**src/rtl/ps2_pkg.sv**
```systemverilog
// Shared types and constants for the PS/2 scan-code receiver.
package ps2_pkg;

    typedef enum logic [1:0] {
        ST_IDLE,
        ST_DATA,
        ST_PARITY,
        ST_STOP
    } ps2_state_e;

    localparam logic [7:0] PS2_PREFIX_EXT   = 8'hE0;
    localparam logic [7:0] PS2_PREFIX_BREAK = 8'hF0;

    // One decoded key event as stored in the FIFO (10 bits).
    typedef struct packed {
        logic       ext;
        logic       brk;
        logic [7:0] code;
    } ps2_event_t;

    // True when data plus parity bit carry an odd number of ones.
    function automatic logic ps2_odd_parity_ok(input logic [7:0] data, input logic par);
        return ^{data, par};
    endfunction

endpackage

```
**src/rtl/ps2_scan_receiver_if.sv**
```systemverilog
// Event stream from the PS/2 receiver to its consumer (FWFT valid/ready plus occupancy).
interface ps2_scan_receiver_if #(
    parameter int FIFO_DEPTH = 8
);
    localparam int CW = $clog2(FIFO_DEPTH) + 1;

    logic [7:0]    event_code;
    logic          event_ext;
    logic          event_break;
    logic          event_valid;
    logic          event_ready;
    logic [CW-1:0] fifo_count;

    modport master (
        output event_code, event_ext, event_break, event_valid, fifo_count,
        input  event_ready
    );

    modport slave (
        input  event_code, event_ext, event_break, event_valid, fifo_count,
        output event_ready
    );
endinterface

```
**src/rtl/ps2_event_fifo.sv**
```systemverilog
// First-word-fall-through event FIFO; a push into a full FIFO is dropped unless a pop coincides.
module ps2_event_fifo
    import ps2_pkg::*;
#(
    parameter int FIFO_DEPTH = 8
) (
    input  logic                          Clock_50,
    input  logic                          Resetn,
    input  logic                          push_i,
    input  ps2_event_t                    push_data_i,
    input  logic                          pop_i,
    output ps2_event_t                    head_o,
    output logic                          valid_o,
    output logic [$clog2(FIFO_DEPTH):0]   count_o,
    output logic                          overflow_o
);
    localparam int AW = $clog2(FIFO_DEPTH);
    localparam logic [AW:0] FULL_COUNT = (AW+1)'(FIFO_DEPTH);

    ps2_event_t  mem_q [FIFO_DEPTH];
    logic [AW-1:0] wr_ptr_q, rd_ptr_q;
    logic [AW:0]   count_q;
    logic          overflow_q;

    logic do_pop, do_push, full;

    assign full    = (count_q == FULL_COUNT);
    assign do_pop  = pop_i && (count_q != '0);
    assign do_push = push_i && (!full || do_pop);

    // Pointers are AW bits wide so they wrap modulo the power-of-two depth.
    always_ff @(posedge Clock_50 or negedge Resetn) begin
        if (!Resetn) begin
            wr_ptr_q   <= '0;
            rd_ptr_q   <= '0;
            count_q    <= '0;
            overflow_q <= 1'b0;
        end else begin
            overflow_q <= push_i && full && !do_pop;
            if (do_push) wr_ptr_q <= wr_ptr_q + AW'(1);
            if (do_pop)  rd_ptr_q <= rd_ptr_q + AW'(1);
            unique case ({do_push, do_pop})
                2'b10:   count_q <= count_q + (AW+1)'(1);
                2'b01:   count_q <= count_q - (AW+1)'(1);
                default: count_q <= count_q;
            endcase
        end
    end

    always_ff @(posedge Clock_50) begin
        if (do_push) mem_q[wr_ptr_q] <= push_data_i;
    end

    // Head is forced to zero when empty so stale storage never shows on the port.
    assign valid_o    = (count_q != '0);
    assign head_o     = valid_o ? mem_q[rd_ptr_q] : '0;
    assign count_o    = count_q;
    assign overflow_o = overflow_q;

endmodule

```
**src/rtl/ps2_scan_receiver.sv**
```systemverilog
// PS/2 frame receiver with E0/F0 prefix folding and an event FIFO.
// Define PS2_PARITY_CHECK_EN to discard bytes with bad odd parity (err_pulse[0]).
module ps2_scan_receiver
    import ps2_pkg::*;
#(
    parameter int FIFO_DEPTH     = 8,
    parameter int TIMEOUT_CYCLES = 50000,
    parameter int SYNC_STAGES    = 2
) (
    input  logic                       Clock_50,
    input  logic                       Resetn,
    input  logic                       PS2_clock,
    input  logic                       PS2_data,
    ps2_scan_receiver_if.master        evt,
    output logic [2:0]                 err_pulse,
    output logic                       overflow
);
    localparam int WD_W = $clog2(TIMEOUT_CYCLES + 1);
    localparam logic [WD_W-1:0] WD_LAST = WD_W'(TIMEOUT_CYCLES - 1);

    logic [SYNC_STAGES-1:0] clk_sync_q, dat_sync_q;
    logic                   clk_prev_q;
    logic                   fall, bit_in;

    ps2_state_e      state_q;
    logic [2:0]      bit_cnt_q;
    logic [7:0]      shift_q;
    logic [WD_W-1:0] wd_q;
    logic            ext_q, brk_q;
    logic [2:0]      err_q;
    logic            parity_ok;
`ifdef PS2_PARITY_CHECK_EN
    logic            par_ok_q;
`endif

    always_ff @(posedge Clock_50 or negedge Resetn) begin
        if (!Resetn) begin
            clk_sync_q <= '1;
            dat_sync_q <= '1;
            clk_prev_q <= 1'b1;
        end else begin
            clk_sync_q <= {clk_sync_q[SYNC_STAGES-2:0], PS2_clock};
            dat_sync_q <= {dat_sync_q[SYNC_STAGES-2:0], PS2_data};
            clk_prev_q <= clk_sync_q[SYNC_STAGES-1];
        end
    end

    assign fall   = clk_prev_q && !clk_sync_q[SYNC_STAGES-1];
    assign bit_in = dat_sync_q[SYNC_STAGES-1];

`ifdef PS2_PARITY_CHECK_EN
    assign parity_ok = par_ok_q;
`else
    assign parity_ok = 1'b1;
`endif

    always_ff @(posedge Clock_50 or negedge Resetn) begin
        if (!Resetn) begin
            state_q   <= ST_IDLE;
            bit_cnt_q <= '0;
            shift_q   <= '0;
            wd_q      <= '0;
            ext_q     <= 1'b0;
            brk_q     <= 1'b0;
            err_q     <= '0;
`ifdef PS2_PARITY_CHECK_EN
            par_ok_q  <= 1'b0;
`endif
        end else begin
            err_q <= '0;
            if (state_q == ST_IDLE) begin
                wd_q <= '0;
                if (fall && !bit_in) begin
                    state_q   <= ST_DATA;
                    bit_cnt_q <= '0;
                end
            end else if (fall) begin
                wd_q <= '0;
                unique case (state_q)
                    ST_DATA: begin
                        shift_q   <= {bit_in, shift_q[7:1]};
                        bit_cnt_q <= bit_cnt_q + 3'd1;
                        if (bit_cnt_q == 3'd7) state_q <= ST_PARITY;
                    end
                    ST_PARITY: begin
`ifdef PS2_PARITY_CHECK_EN
                        par_ok_q <= ps2_odd_parity_ok(shift_q, bit_in);
`endif
                        state_q  <= ST_STOP;
                    end
                    ST_STOP: begin
                        state_q <= ST_IDLE;
                        // Framing beats parity: a bad stop bit reports only [1].
                        if (!bit_in)                        err_q[1] <= 1'b1;
                        else if (!parity_ok)                err_q[0] <= 1'b1;
                        else if (shift_q == PS2_PREFIX_EXT)   ext_q <= 1'b1;
                        else if (shift_q == PS2_PREFIX_BREAK) brk_q <= 1'b1;
                        else begin
                            ext_q <= 1'b0;
                            brk_q <= 1'b0;
                        end
                    end
                    default: state_q <= ST_IDLE;
                endcase
            end else if (wd_q == WD_LAST) begin
                state_q <= ST_IDLE;
                wd_q    <= '0;
                ext_q   <= 1'b0;
                brk_q   <= 1'b0;
                err_q   <= 3'b100;
            end else begin
                wd_q <= wd_q + WD_W'(1);
            end
        end
    end

    // Push is decoded from the stop-bit edge itself so the FIFO write lands at the end of that cycle.
    logic       push;
    ps2_event_t push_data, head;

    assign push = (state_q == ST_STOP) && fall && bit_in && parity_ok
                  && (shift_q != PS2_PREFIX_EXT) && (shift_q != PS2_PREFIX_BREAK);
    assign push_data = '{ext: ext_q, brk: brk_q, code: shift_q};

    logic                         fifo_valid;
    logic [$clog2(FIFO_DEPTH):0]  fifo_cnt;

    ps2_event_fifo #(
        .FIFO_DEPTH(FIFO_DEPTH)
    ) u_fifo (
        .Clock_50   (Clock_50),
        .Resetn     (Resetn),
        .push_i     (push),
        .push_data_i(push_data),
        .pop_i      (evt.event_ready),
        .head_o     (head),
        .valid_o    (fifo_valid),
        .count_o    (fifo_cnt),
        .overflow_o (overflow)
    );

    assign evt.event_code  = head.code;
    assign evt.event_ext   = head.ext;
    assign evt.event_break = head.brk;
    assign evt.event_valid = fifo_valid;
    assign evt.fifo_count  = fifo_cnt;
    assign err_pulse       = err_q;

endmodule

```
**src/flat_wrapper.sv**
```systemverilog
// flat-port wrapper written by rule: the top's interface ports become plain ports
module ps2_scan_receiver_flat import ps2_pkg::*;
#(
    parameter int FIFO_DEPTH     = 8,
    parameter int TIMEOUT_CYCLES = 50000,
    parameter int SYNC_STAGES    = 2
)
  (Clock_50, Resetn, PS2_clock, PS2_data, err_pulse, overflow, evt_event_code, evt_event_ext, evt_event_break, evt_event_valid, evt_fifo_count, evt_event_ready);
  ps2_scan_receiver_if #(.FIFO_DEPTH(FIFO_DEPTH)) evt_i ();
  input  logic Clock_50;
  input  logic Resetn;
  input  logic PS2_clock;
  input  logic PS2_data;
  output logic [2:0] err_pulse;
  output logic overflow;
  output wire logic [$bits(evt_i.event_code)-1:0] evt_event_code;
  output wire logic [$bits(evt_i.event_ext)-1:0] evt_event_ext;
  output wire logic [$bits(evt_i.event_break)-1:0] evt_event_break;
  output wire logic [$bits(evt_i.event_valid)-1:0] evt_event_valid;
  output wire logic [$bits(evt_i.fifo_count)-1:0] evt_fifo_count;
  input wire logic [$bits(evt_i.event_ready)-1:0] evt_event_ready;
  assign evt_event_code = evt_i.event_code;
  assign evt_event_ext = evt_i.event_ext;
  assign evt_event_break = evt_i.event_break;
  assign evt_event_valid = evt_i.event_valid;
  assign evt_fifo_count = evt_i.fifo_count;
  assign evt_i.event_ready = evt_event_ready;
  ps2_scan_receiver #(.FIFO_DEPTH(FIFO_DEPTH), .TIMEOUT_CYCLES(TIMEOUT_CYCLES), .SYNC_STAGES(SYNC_STAGES)) u_core (.Clock_50(Clock_50), .Resetn(Resetn), .PS2_clock(PS2_clock), .PS2_data(PS2_data), .evt(evt_i), .err_pulse(err_pulse), .overflow(overflow));
endmodule
```
**config.mk**
```make
export PLATFORM = sky130hd
export DESIGN_NAME = ps2_scan_receiver_flat
export DESIGN_NICKNAME = d
export VERILOG_FILES = /design/src/rtl/ps2_pkg.sv /design/src/rtl/ps2_scan_receiver_if.sv /design/src/rtl/ps2_event_fifo.sv /design/src/rtl/ps2_scan_receiver.sv /design/src/flat_wrapper.sv
export SDC_FILE = /design/constraint.sdc
export NUM_CORES = 1
export LEC_CHECK = 0
export ABC_AREA = 1
export ABC_CLOCK_PERIOD_IN_PS = 3500
export CORE_MARGIN = 2
export CORE_UTILIZATION = 40
export DETAILED_ROUTE_END_ITERATION = 8
export GPL_ROUTABILITY_DRIVEN = 0
export MAX_ROUTING_LAYER = met4
export PLACE_DENSITY_LB_ADDON = 0.3
export SLEW_MARGIN = 20
export SYNTH_ARGS = -nofsm -noshare
export SYNTH_HDL_FRONTEND = slang
export SYNTH_SLANG_ARGS = --single-unit
export TNS_END_PERCENT = 50
```
**constraint.sdc**
```tcl
create_clock -name Clock_50 -period 3.5 [get_ports Clock_50]
set_input_delay 0.7 -clock Clock_50 [delete_from_list [all_inputs] [get_ports Clock_50]]
set_output_delay 0.7 -clock Clock_50 [all_outputs]
set_load 0.01 [all_outputs]
```
# After elaboration in Yosys (flattened, before gate mapping)

Memories as Yosys holds them, arrays and structs flattened.
Index checks and enable logic that the tools add are counted.

Add/subtract/negate cells: 6
Eq/ne operators: 18
Mux-type cells: 34
Bitwise operators: 1
Reduce and logical (&&, ||, !) cells: 27

Operator list:

| operator                                                               | count |
|---|---|
| 16-bit two-way mux                                                     | 3 |
| 3-bit two-way mux                                                      | 6 |
| 16-bit by 1-bit adder with 16-bit output (second input constant)       | 1 |
| 16-bit equality test (second input constant)                           | 1 |
| 8-bit equality test (second input constant)                            | 2 |
| 8-bit inequality test (second input constant)                          | 2 |
| 1-bit two-way mux                                                      | 15 |
| 2-bit two-way mux                                                      | 7 |
| 1-bit logical AND                                                      | 10 |
| 10-bit two-way mux                                                     | 1 |
| 5-bit AND reduction                                                    | 2 |
| 3-bit by 1-bit adder with 3-bit output (second input constant)         | 3 |
| 3-bit AND reduction                                                    | 3 |
| 4-bit one-hot mux with 2 select lines                                  | 1 |
| 2-bit nonzero test                                                     | 4 |
| 2-bit equality test (second input constant)                            | 3 |
| 2-bit inequality test (second input constant)                          | 3 |
| 4-bit by 1-bit adder with 4-bit output (second input constant)         | 1 |
| 2-bit by 1-bit equality test with 1-bit output (second input constant) | 2 |
| 4-bit equality test (second input constant)                            | 1 |
| 1-bit logical NOT                                                      | 4 |
| 4-bit inequality test (second input constant)                          | 1 |
| 2-bit one-hot mux with 2 select lines                                  | 1 |
| 4-bit nonzero test                                                     | 1 |
| 8 further kinds                                                        | 8 |

Register bits: 50
Memory bits (writable): 80
Input bits: 5
Word-level logic and storage cells: 101
Memories: 1

Memory list:

| name                | depth | width | read ports | clocked after memory_dff | wr ports | line                 | text |
|---|---|---|---|---|---|---|---|
| u_core.u_fifo.mem_q | 8     | 10    | 1          | 0                        | 1        | ps2_event_fifo.sv:20 | `ps2_event_t mem_q [FIFO_DEPTH];` |

# Longest topological paths before layout

Depth in word-level cells: 9
Gate-level depth with buffers: 16

# Cells and area by module

Synthesis repeated with hierarchy kept, for this count alone.

Cell total of the unflattened synthesis: 551
Area total of the unflattened synthesis: 5739.3 um2

By module, submodules not included:

| module            | times used | cells an instance | area each (um2) | sequential area each (um2) |
|---|---|---|---|---|
| ps2_event_fifo    | 1          | 311               | 3814.9          | 2677.6 |
| ps2_scan_receiver | 1          | 240               | 1924.3          | 957.2 |

# Least setup slack after synthesis

No wires, ideal clock.

Kind: register to register
From: register u_core.state_q[1]
To: memory u_core.u_fifo.mem_q[4][0] (netlist bit) (enable)
Library setup time: 0.376 ns
Arrival: 1.783 ns
Setup slack: 1.341 ns
Cell stages (with the launch flop): 9
Path through: dfrtp_1 -> ha_1 -> nand2_1 -> nor2_4 -> o21ai_2 -> nor2_2 -> inv_2 -> or2_4 -> nor2_1

Longest elaborated chain between the ends: 8

RTL lines:

| element                                 | line                     | text |
|---|---|---|
| from (decl)                             | ps2_scan_receiver.sv:25  | `ps2_state_e state_q;` |
| from (signal assigned)                  | ps2_scan_receiver.sv:59  | `state_q <= ST_IDLE;` |
| from (signal assigned)                  | ps2_scan_receiver.sv:74  | `state_q <= ST_DATA;` |
| from (signal assigned)                  | ps2_scan_receiver.sv:83  | `if (bit_cnt_q == 3'd7) state_q <= ST_PARITY;` |
| 2-bit equality test                     | ps2_scan_receiver.sv:121 | `assign push = (state_q == ST_STOP) && fall && bit_in && parity_ok` |
| 1-bit logical AND (2 in series)         | ps2_scan_receiver.sv:121 |  |
| 1-bit logical AND (2 in series)         | ps2_scan_receiver.sv:122 | `&& (shift_q != PS2_PREFIX_EXT) && (shift_q != PS2_PREFIX_BREAK);` |
| 1-bit logical AND                       | ps2_event_fifo.sv:29     | `assign do_push = push_i && (!full \|\| do_pop);` |
| 1-bit two-way mux                       | ps2_event_fifo.sv:51     | `if (do_push) mem_q[wr_ptr_q] <= push_data_i;` |
| 1-bit two-way mux (not written as such) | ps2_event_fifo.sv:51     |  |
| to (decl)                               | ps2_event_fifo.sv:20     |  |

Every way passes these cells.

# Final worst setup path

From: register u_core.u_fifo.rd_ptr_q[0]
To: output port evt_event_code[1]

Longest elaborated chain between the ends: 2

RTL lines:

| element                | line                 | text |
|---|---|---|
| from (decl)            | ps2_event_fifo.sv:21 | `logic [AW-1:0] wr_ptr_q, rd_ptr_q;` |
| from (signal assigned) | ps2_event_fifo.sv:41 | `if (do_pop) rd_ptr_q <= rd_ptr_q + AW'(1);` |
| memory read 8 x 10 bit | -                    |  |
| 10-bit two-way mux     | ps2_event_fifo.sv:56 | `assign head_o = valid_o ? mem_q[rd_ptr_q] : '0;` |
| to (decl)              | flat_wrapper.sv:16   | `output wire logic [$bits(evt_i.event_code)-1:0] evt_event_code;` |

Every way passes these cells.

==> results.cfg <==
[power_and_ir_drop]
power.density_nw_per_um2 = 826.1
internal_power_w = 0.003716
cellLeakagePower_nw = 2.704
peakVddDrop_mv = 0.4550
combPwrFrac = 0.285
switchingPower_w = 0.001849
p_seq_frac = 0.378
switching_share = 0.3323
clockPowerShare = 0.337

[placed_design]
placed_cells = 736
post-place-ws_ns = 0.7725
io_buffers = 22
postPlaceCellArea_um2 = 6105
hpwlAfterDp_um = 7783

[clocking]
clkTransAtPathRegs_ns = 0.06
clkLatencyLatePin_ns = 0.41
htreeDepth = 4
numCtsBuffers = 17
cts_buffer_depth = 2
cts_sinks = 129
cts_tree = done
post-cts-setup-buffer-count = 0
cts_root_buf = clkbuf_16
hold_buffers = 0
ctsResizeCount = 0

[grt]
grt_pass1_wl_um = 18810
grt_pass1_vias = 3882
grt_max_degree = 50
grt_util_all_layers = 0.1722
overflow = 0
antenna_found_initial = 0

[status]
status = finished, final reports clean

[sta]
setup_slack_ns = 0.3221
finalHoldViolCount = 0
worst_slew_pin_slew_ns = 0.6437
fin_crit_ns = 3.178
finClkSkew_ns = 0.008358
slew_violations = 0
max_freq_mhz = 314.7
period_share = 0.9080
relSlewSlack = 0.5709
fin_tns_setup_ns = 0
grt_setup_unrepaired = no
finalSetupViolCount = 0

[cells_and_area]
fin_util = 0.4872
fillerInstances = 1186
final-seq-area_um2 = 3635
final_layout_size_suffix_gt1_frac = 0.1276
fin_nets = 590
stdcell_count = 768
design_area_um2 = 6736
n_antenna_cell = 0
area_growth_pct = 19.80
multi_input_area_um2 = 1742

[worst_setup_path]
critical_path.max_stage_delay_ns = 0.54
crit_path_frequent_cell = nor2_1
crit_family = buffers and inverters
path_max_fanout = 19
r2r-start = u_core.state_q[1]
arrival_ns = 2.48
crit_path_start = u_core.u_fifo.rd_ptr_q[0]
crit_path_end_kind = output pin
rrSetupSlack_ns = 1.16
worstSetupPathType = reg -> out
critical_path_buf_inv_count = 4
cp_cell_sequence = buf_4, inv_1, buf_4, nor2_1, o32ai_1, nor2_1, nor2_1, clkdlybuf4s50_1
slowest_stage = clkdlybuf4s50_1
r2r_end = u_core.u_fifo.mem_q[0][2]
rr_worst_depth = 9
cp.required_ns = 2.80
start_kind = register

[die]
core_area_um2 = 13830
die_w_um = 122.6
io_pins = 24
fp.dieH_um = 122.6
initial_core_util = 0.4067
num_rows = 43
dieArea_um2 = 15020

[yosys]
synth_nets = 551
syn_area_per_cell_um2 = 10.49
syn-cell-area_um2 = 5623
synthCells = 536
ys_types = 38
ys_warn_count = 0
ys_seq_elements = 129
seq_area_frac_synth = 0.6464

[run]
maxCapViolations = 0

[route]
ant_nets = 0
via_count = 3924
drt_first_pass_iters = 6
drt_wl_total_um = 11590
wl_per_cell_um = 15.08
drc = 0
routed_via_density = 5.109
drtIter0Drc = 416

[worst_hold_path]
hp-class = in -> async
## metal layers
| layer | vias to the layer above | global-route usage | share of wire |
|---|---|---|---|
| met5 | - | - | 0 |
| met4 | 0 | 0.06753 | 0.016 |
| met3 | 20 | 0.03810 | 0.039 |
| met2 | 115 | 0.2830 | 0.50 |
| met1 | 1876 | 0.2076 | 0.44 |
| li1 | 1913 | - | - |
## cell families after synthesis
family,Yosys count,share of synthesized area
simple gates,245,0.1903
flops,129,0.6464
compound gates,82,0.08879
buf+inv,64,0.04384
fa+ha+maj,10,0.02225
xor+xnor,5,0.007788
other cells,1,0.0006669
## cells in the mapped netlist, drive strengths merged
cell      n  share of area
a21oi    10         0.0089
nand4     3         0.0033
ha       10          0.022
nand3    20          0.020
o21ai    49          0.045
o21a      1         0.0013
dfstp     5          0.023
nor2    114          0.078
or2       3         0.0038
clkbuf   11         0.0073
o32ai    20          0.031
a211oi    1         0.0013
nand2    87          0.061
inv      48          0.032
nor4      3         0.0033
nand3b    1         0.0013
xor2      5         0.0078
buf       5         0.0045
nor3     13          0.017
a31oi     1         0.0011
and3      1         0.0011
edfxtp   80           0.43
dfrtp    44           0.20
conb      1        0.00067
## flip-flops by register name, indices dropped and copies added, names as in the netlist
name and count:
u_core.u_fifo.count_o 4, u_core.err_pulse 2, u_core.clk_sync_q 2, u_core.brk_q 1, u_core.u_fifo.rd_ptr_q 3, u_core.u_fifo.mem_q 80, u_core.clk_prev_q 1, u_core.shift_q 8
u_core.wd_q 16, u_core.ext_q 1, u_core.bit_cnt_q 3, u_core.u_fifo.wr_ptr_q 3, u_core.dat_sync_q 2, u_core.state_q 2, u_core.u_fifo.overflow_o 1
## stage by stage
step | total power [W] | hold WS, ns
finish | 0.005565 | 0.3207
floorplan | 0.003060 | 0.3452
global route | 0.005892 | 0.3594
CTS | 0.005594 | 0.3372
detailed placement | 0.003714 | 0.3470
global placement | 0.003661 | 0.3465
## area by class of cell
cell class | instances | area share
inverter | 48 | 0.02675
timing repair buffer | 36 | 0.04792
clock inverter | 14 | 0.03009
sequential | 129 | 0.5396
multi-input combinational | 343 | 0.2585
clock buffer | 18 | 0.06371
tap | 180 | 0.03343
## cells in the final DEF (no fill, tap or decap), drive strengths merged, types with 13 or more instances in the layout
| cell type | instances |
|---|---|
| buf | 15 |
| clkbuf | 18 |
| clkdlybuf4s50 | 21 |
| dfrtp | 44 |
| edfxtp | 80 |
| inv | 52 |
| nand2 | 87 |
| nand3 | 20 |
| nor2 | 114 |
| nor3 | 13 |
| o21ai | 49 |
| o32ai | 20 |
## worst reg2reg max path, cell delays in order (launching register included)
cell and delay [ns]:
dfrtp_1 0.39, ha_1 0.19, nand2_1 0.09, nor2_4 0.12, o21ai_2 0.13, nor2_2 0.30, inv_2 0.06, or2_4 0.25
nor2_1 0.27, buf_4 0.25
## power groups by stage
stage	Clock (W)	Combinational (W)	Sequential, W
floorplan	0	0.00101	0.00205
global placement	0	0.00155	0.00211
detailed placement	0	0.00159	0.00213
CTS	0.00190	0.00160	0.00210
global route	0.00197	0.00179	0.00213
finish	0.00188	0.00159	0.00210
## worst max-delay path by stage
| stage | end | cells after the start |
|---|---|---|
| after floorplan | u_core.u_fifo.mem_q[4][0] | 8 |
| after global placement | evt_event_code[7] | 8 |
| after detailed placement | evt_event_code[2] | 8 |
| after CTS | evt_event_code[2] | 8 |
| after global routing | evt_event_code[2] | 8 |
| final | evt_event_code[1] | 8 |
No activity file was read; power rests on OpenSTA's default activity.
